### config.mk
export PLATFORM = sky130hd
export DESIGN_NAME = led_matrix_pwm
export DESIGN_NICKNAME = d
export VERILOG_FILES = /design/src/rtl/led_matrix_pwm_pkg.sv /design/src/rtl/led_matrix_pwm_scan_tick_gen.sv /design/src/rtl/led_matrix_pwm.sv
export SDC_FILE = /design/constraint.sdc
export NUM_CORES = 1
export LEC_CHECK = 0
export ABC_AREA = 1
export CAP_MARGIN = 0
export CORE_AREA = 2 2 154 217
export DETAILED_ROUTE_END_ITERATION = 8
export DIE_AREA = 0 0 156 219
export PLACE_DENSITY = 0.7
export SYNTH_ARGS = -nofsm -noshare
export SYNTH_HDL_FRONTEND = slang
export SYNTH_SLANG_ARGS = --single-unit
### constraint.sdc
create_clock -name clk -period 5.02 [get_ports clk]
set_input_delay 1.004 -clock clk [delete_from_list [all_inputs] [get_ports clk]]
set_output_delay 1.004 -clock clk [all_outputs]
set_load 0.1 [all_outputs]
### src/rtl/led_matrix_pwm_pkg.sv
// Shared definitions for the LED matrix PWM scanner: slot arithmetic,
// width helper and drive-polarity constants.
package led_matrix_pwm_pkg;

  localparam bit POL_ACTIVE_HIGH = 1'b1;
  localparam bit POL_ACTIVE_LOW  = 1'b0;

  // Blanking slots plus one slot per non-zero brightness level.
  function automatic int slot_count(input int bpp, input int blank_slots);
    return blank_slots + (32'sd1 <<< bpp) - 32'sd1;
  endfunction

  // Bits needed to hold 0..value-1, never less than one.
  function automatic int clog2_min1(input int value);
    int w;
    w = 32'sd1;
    while ((32'sd1 <<< w) < value) begin
      w = w + 32'sd1;
    end
    return w;
  endfunction

endpackage

### src/rtl/led_matrix_pwm_scan_tick_gen.sv
// Slot tick divider: one-cycle tick every TICK_DIV clocks while enabled,
// counter parked at zero while scanning is off.
module scan_tick_gen
  import led_matrix_pwm_pkg::*;
#(
  parameter int TICK_DIV = 64
) (
  input  logic clk,
  input  logic rst_n,
  input  logic enable,
  output logic tick
);

  localparam int            CW       = clog2_min1(TICK_DIV);
  localparam logic [CW-1:0] CNT_LAST = CW'(TICK_DIV - 1);

  logic [CW-1:0] cnt_r;

  // divider counter, restarts from zero whenever enable drops
  always_ff @(posedge clk or negedge rst_n) begin
    if (!rst_n) begin
      cnt_r <= '0;
    end else if (!enable) begin
      cnt_r <= '0;
    end else if (cnt_r == CNT_LAST) begin
      cnt_r <= '0;
    end else begin
      cnt_r <= cnt_r + CW'(1'b1);
    end
  end

  assign tick = enable && (cnt_r == CNT_LAST);

endmodule

### src/rtl/led_matrix_pwm.sv
// Row-scanned LED matrix driver with per-pixel PWM brightness and a
// double-buffered frame that only swaps at the frame boundary.
module led_matrix_pwm
  import led_matrix_pwm_pkg::*;
#(
  parameter int ROWS            = 6,
  parameter int COLS            = 6,
  parameter int BPP             = 4,
  parameter int TICK_DIV        = 64,
  parameter int BLANK_SLOTS     = 1,
  parameter bit ROW_ACTIVE_HIGH = 1'b1,
  parameter bit COL_ACTIVE_HIGH = 1'b0
) (
  input  logic                     clk,
  input  logic                     rst_n,
  input  logic                     enable,
  input  logic [ROWS*COLS*BPP-1:0] img,
  input  logic                     load,
  output logic [ROWS-1:0]          row,
  output logic [COLS-1:0]          col,
  output logic                     frame_start,
  output logic                     pending
);

  localparam int              S         = slot_count(BPP, BLANK_SLOTS);
  localparam int              SW        = clog2_min1(S);
  localparam int              RW        = clog2_min1(ROWS);
  localparam int              FW        = ROWS * COLS * BPP;
  localparam logic [SW-1:0]   SLOT_LAST = SW'(S - 1);
  localparam logic [RW-1:0]   ROW_LAST  = RW'(ROWS - 1);
  // XOR masks: idle level doubles as the inversion applied to active-high terms
  localparam logic [ROWS-1:0] ROW_IDLE  = (ROW_ACTIVE_HIGH == POL_ACTIVE_HIGH) ? '0 : '1;
  localparam logic [COLS-1:0] COL_IDLE  = (COL_ACTIVE_HIGH == POL_ACTIVE_LOW) ? '1 : '0;

  logic            tick_s;
  logic            wrap_s;
  logic            swap_s;
  logic            in_blank_s;
  logic [SW-1:0]   pwm_s;
  logic [ROWS-1:0] row_act_s;
  logic [COLS-1:0] col_act_s;

  logic [SW-1:0]   slot_r;
  logic [RW-1:0]   row_idx_r;
  logic            slot_first_r;
  logic            pending_r;
  logic [FW-1:0]   pend_buf_r;
  logic [FW-1:0]   act_buf_r;

  scan_tick_gen #(
    .TICK_DIV (TICK_DIV)
  ) u_tick (
    .clk    (clk),
    .rst_n  (rst_n),
    .enable (enable),
    .tick   (tick_s)
  );

  assign wrap_s  = tick_s && (slot_r == SLOT_LAST) && (row_idx_r == ROW_LAST);
  assign swap_s  = wrap_s && pending_r;
  assign pwm_s   = slot_r - SW'(BLANK_SLOTS);
  assign pending = pending_r;

  if (BLANK_SLOTS == 0) begin : g_no_blank
    assign in_blank_s = 1'b0;
  end else begin : g_blank
    assign in_blank_s = (slot_r < SW'(BLANK_SLOTS));
  end

  // slot and row counters; zeroed while disabled so a restart begins at row 0 slot 0
  always_ff @(posedge clk or negedge rst_n) begin
    if (!rst_n) begin
      slot_r    <= '0;
      row_idx_r <= '0;
    end else if (!enable) begin
      slot_r    <= '0;
      row_idx_r <= '0;
    end else if (tick_s) begin
      if (slot_r == SLOT_LAST) begin
        slot_r    <= '0;
        row_idx_r <= (row_idx_r == ROW_LAST) ? '0 : row_idx_r + RW'(1'b1);
      end else begin
        slot_r    <= slot_r + SW'(1'b1);
      end
    end else begin
      slot_r    <= slot_r;
      row_idx_r <= row_idx_r;
    end
  end

  // active-high row select and PWM column compare for the current counter state
  always_comb begin
    row_act_s = '0;
    col_act_s = '0;
    for (int r = 0; r < ROWS; r++) begin
      row_act_s[r] = (row_idx_r == RW'(r)) && !in_blank_s;
      for (int c = 0; c < COLS; c++) begin
        col_act_s[c] = col_act_s[c] |
                       (row_act_s[r] && (SW'(act_buf_r[(r*COLS+c)*BPP +: BPP]) > pwm_s));
      end
    end
  end

  // registered drive outputs; slot_first_r marks the first clock of each slot
  always_ff @(posedge clk or negedge rst_n) begin
    if (!rst_n) begin
      row          <= ROW_IDLE;
      col          <= COL_IDLE;
      frame_start  <= 1'b0;
      slot_first_r <= 1'b1;
    end else begin
      slot_first_r <= !enable || tick_s;
      if (!enable) begin
        row         <= ROW_IDLE;
        col         <= COL_IDLE;
        frame_start <= 1'b0;
      end else begin
        row         <= row_act_s ^ ROW_IDLE;
        col         <= col_act_s ^ COL_IDLE;
        frame_start <= slot_first_r && (slot_r == '0) && (row_idx_r == '0);
      end
    end
  end

  // frame double buffer: a load always wins the pending flag over a same-cycle swap
  always_ff @(posedge clk or negedge rst_n) begin
    if (!rst_n) begin
      pend_buf_r <= '0;
      act_buf_r  <= '0;
      pending_r  <= 1'b0;
    end else begin
      if (swap_s) begin
        act_buf_r <= pend_buf_r;
      end else begin
        act_buf_r <= act_buf_r;
      end
      if (load) begin
        pend_buf_r <= img;
        pending_r  <= 1'b1;
      end else if (swap_s) begin
        pending_r  <= 1'b0;
      end else begin
        pending_r  <= pending_r;
      end
    end
  end

endmodule

==> impl_metrics.toml <==
[cts]
clkSlewWorstSetupHoldPaths_ns = 0.07
post-cts-setup-buffers = 0
cts_hold_buf = 0
cts-resized-gates = 0
htree_levels = 1
cts_buffers = 31
clk_latency_ns = 0.57
cts_buffer_depth = 3
cts_root_buffer = "clkbuf_16"
clock_sinks = 316
cts_tree = "built"

[placement]
place_area_mm2 = 0.0178
routabilityCongestion = 0.800
dp.cells = 2295
dp_hpwl_um = 24100
post-place-ws_ns = 1.60
portBuffers = 161

[worst_setup_path]
cp-start-kind = "flop"
crit_buf_inv = 1
rr_startpoint = "slot_r[0]"
crit_start = "col[0]"
critPathMaxFanout = 1
end_kind = "output pin"
r2r_cells = 12
rr_endpoint = "col[4]"
crit_end = "col[0]"
crit_path_top_delay_cell = "clkdlybuf4s50_1"
cp.required_ns = 4.02
cp_slowest_stage_delay_ns = 1.13
cp_num_cells = 1
crit_family = "buffers and inverters"
worstSetupPathType = "reg2out"
cp.arrival_ns = 2.25
r2r_slack_ns = 1.77
path_cells = "clkdlybuf4s50_1"

[cells_and_area]
stdcell_area_mm2 = 0.0188
fill_cells = 2835
final_net_count = 2225
layout_commonest_cell = "nand2_1"
final_core_util_pct = 58.5
layout_common_cells = "nand2_1 (468), dfrtp_1 (309), inv_1 (268)"
fin_cells = 2351
multi_input_area_mm2 = 0.00658
seq_area_mm2 = 0.00792
n_antenna_cell = 0
areaGrowthSynthToFinish_pct = 18.0
drive_gt1_share_pct = 8.25

[synth]
syn_inst = 1789
synth_mux_area_share_pct = 0
synth_area_mm2 = 0.0159
avgSynthCellArea_um2 = 8.90
synth_top_family_by_area = "simple AND/OR/NAND/NOR gates"
syn_nets = 2086
synthFlopType = "dfrtp_1"
async_flop_share_pct = 100
ys_types = 29
synth-simple-area-share_pct = 14.8
synthTopCellsByArea = "dfrtp_1 (49%), ha_1 (12%), nand2_1 (11%)"
synthXorXnorAreaFrac_pct = 0.275
synth_edf_count = 0
yosysTopAreaCell = "dfrtp_1"
synth_compound_area_share_pct = 14.3
synth_top_cell_area_share_pct = 48.6
ys_ff_latch = 316
yosys_warnings = 0
synthAdderAreaFrac_pct = 11.7
ys_seq_area_share_pct = 49.7

[detailed_routing]
drt-initial-drc-count = 668
viasPerCell = 5.01
detail-route-antenna-nets = 0
route.detailed.drc = 0
wl_um = 34500
firstDrtPassIters = 5
wl_per_cell_um = 14.7
via_count = 11800

[timing]
max_freq_mhz = 307
finClkSkew_ns = 0.0129
hold_slack_ns = 0.486
setup_viol = 0
period_share_pct = 64.8
max_slew.worst_pin.slew_ns = 1.19
final.setup.tns_ns = 0
setup_ws_ns = 1.77
fin_crit_ns = 3.25
final_max_slew_viol_count = 0
rsz0062_at_grt = "no"
finalHoldViolCount = 0
slew_headroom_pct = 19.8

[power]
fin_total_pwr_mw = 5.34
p_per_area_mw_per_mm2 = 284
leakage_nw = 9.58
peakVddDrop_v = 0.000255

[floorplanning]
start_util_pct = 49.6
rows = 78
dieWidth_um = 156
die-area_mm2 = 0.0342
core-area_mm2 = 0.0321
die_y_um = 219
ioPinCount = 162

[job]
cap_violations = 0

[global_routing]
grt_max_degree = 137
grt_pass1_vias = 11800
grtUsageTotal_pct = 20.9
grt_overflow = 0
antenna_found_initial = 0
grt_pass1_wl_um = 57300

[run_status]
status = "complete, no violations"

[worst_hold_path]
hold_class = "reg2reg"
## metal layers
layer	GRT usage [%]	share of wire, %	vias to the layer above
li1	-	-	5960
met1	26.3	43	5523
met2	36.7	50	226
met3	2.57	4.0	62
met4	8.04	3.3	0
met5	0	0	-
## power breakdown
group / leakage [nW] / switching (mW) / internal (mW)
sequential: 4.12 / 0.0289 / 2.65
clock: 0.486 / 0.995 / 1.28
combinational: 4.97 / 0.224 / 0.156
total: 9.58 / 1.25 / 4.09
## Yosys cell counts (2+ instances only)
cell and count:
nand2_1 468, dfrtp_1 309, inv_1 269, o21ai_0 156, ha_1 149, nor2_1 84, o21ai_2 80, o21ai_1 64
a21oi_1 44, clkbuf_1 35, nand3_1 34, buf_6 25, o21bai_1 24, nand4_1 9, dfstp_2 7, a21boi_0 6
buf_2 5, nor3_1 4, xnor2_1 3, buf_1 2, inv_2 2, o22ai_1 2, xor2_1 2
## cell families after synthesis
kind of cell               count (synthesis)
and+or+nand+nor                          603
xor gates and xnor gates                   5
adders and majority gates                149
buffers and inverters                    338
DFF                                      316
AOI/OAI and AO/OA                        378
## worst min path at each step
stage                          from              end  cells past startpoint
detailed placement   act_buf_r[124]   act_buf_r[124]                      2
floorplan           u_tick.cnt_r[0]  u_tick.cnt_r[0]                      1
finish               act_buf_r[136]   act_buf_r[136]                      2
global placement      act_buf_r[76]    act_buf_r[76]                      2
global route         act_buf_r[129]   act_buf_r[129]                      2
CTS                   act_buf_r[88]    act_buf_r[88]                      2
## flip-flops by register name, indices dropped and copies added (netlist names)
| signal | cells |
|---|---|
| col | 6 |
| pending | 1 |
| row_idx_r | 3 |
| act_buf_r | 144 |
| frame_start | 1 |
| slot_first_r | 1 |
| row | 6 |
| pend_buf_r | 144 |
| u_tick.cnt_r | 6 |
| slot_r | 4 |
## cell type report
class                   count  area share, %
inverters                 271           5.41
flip-flops and latches    316           42.1
repair buffers            173           9.49
well taps                 400           2.66
clock buffers              39           4.45
multi-input cells        1135           35.0
clock inverters            17          0.839
Note: power is estimated with default switching activity, not from simulation.
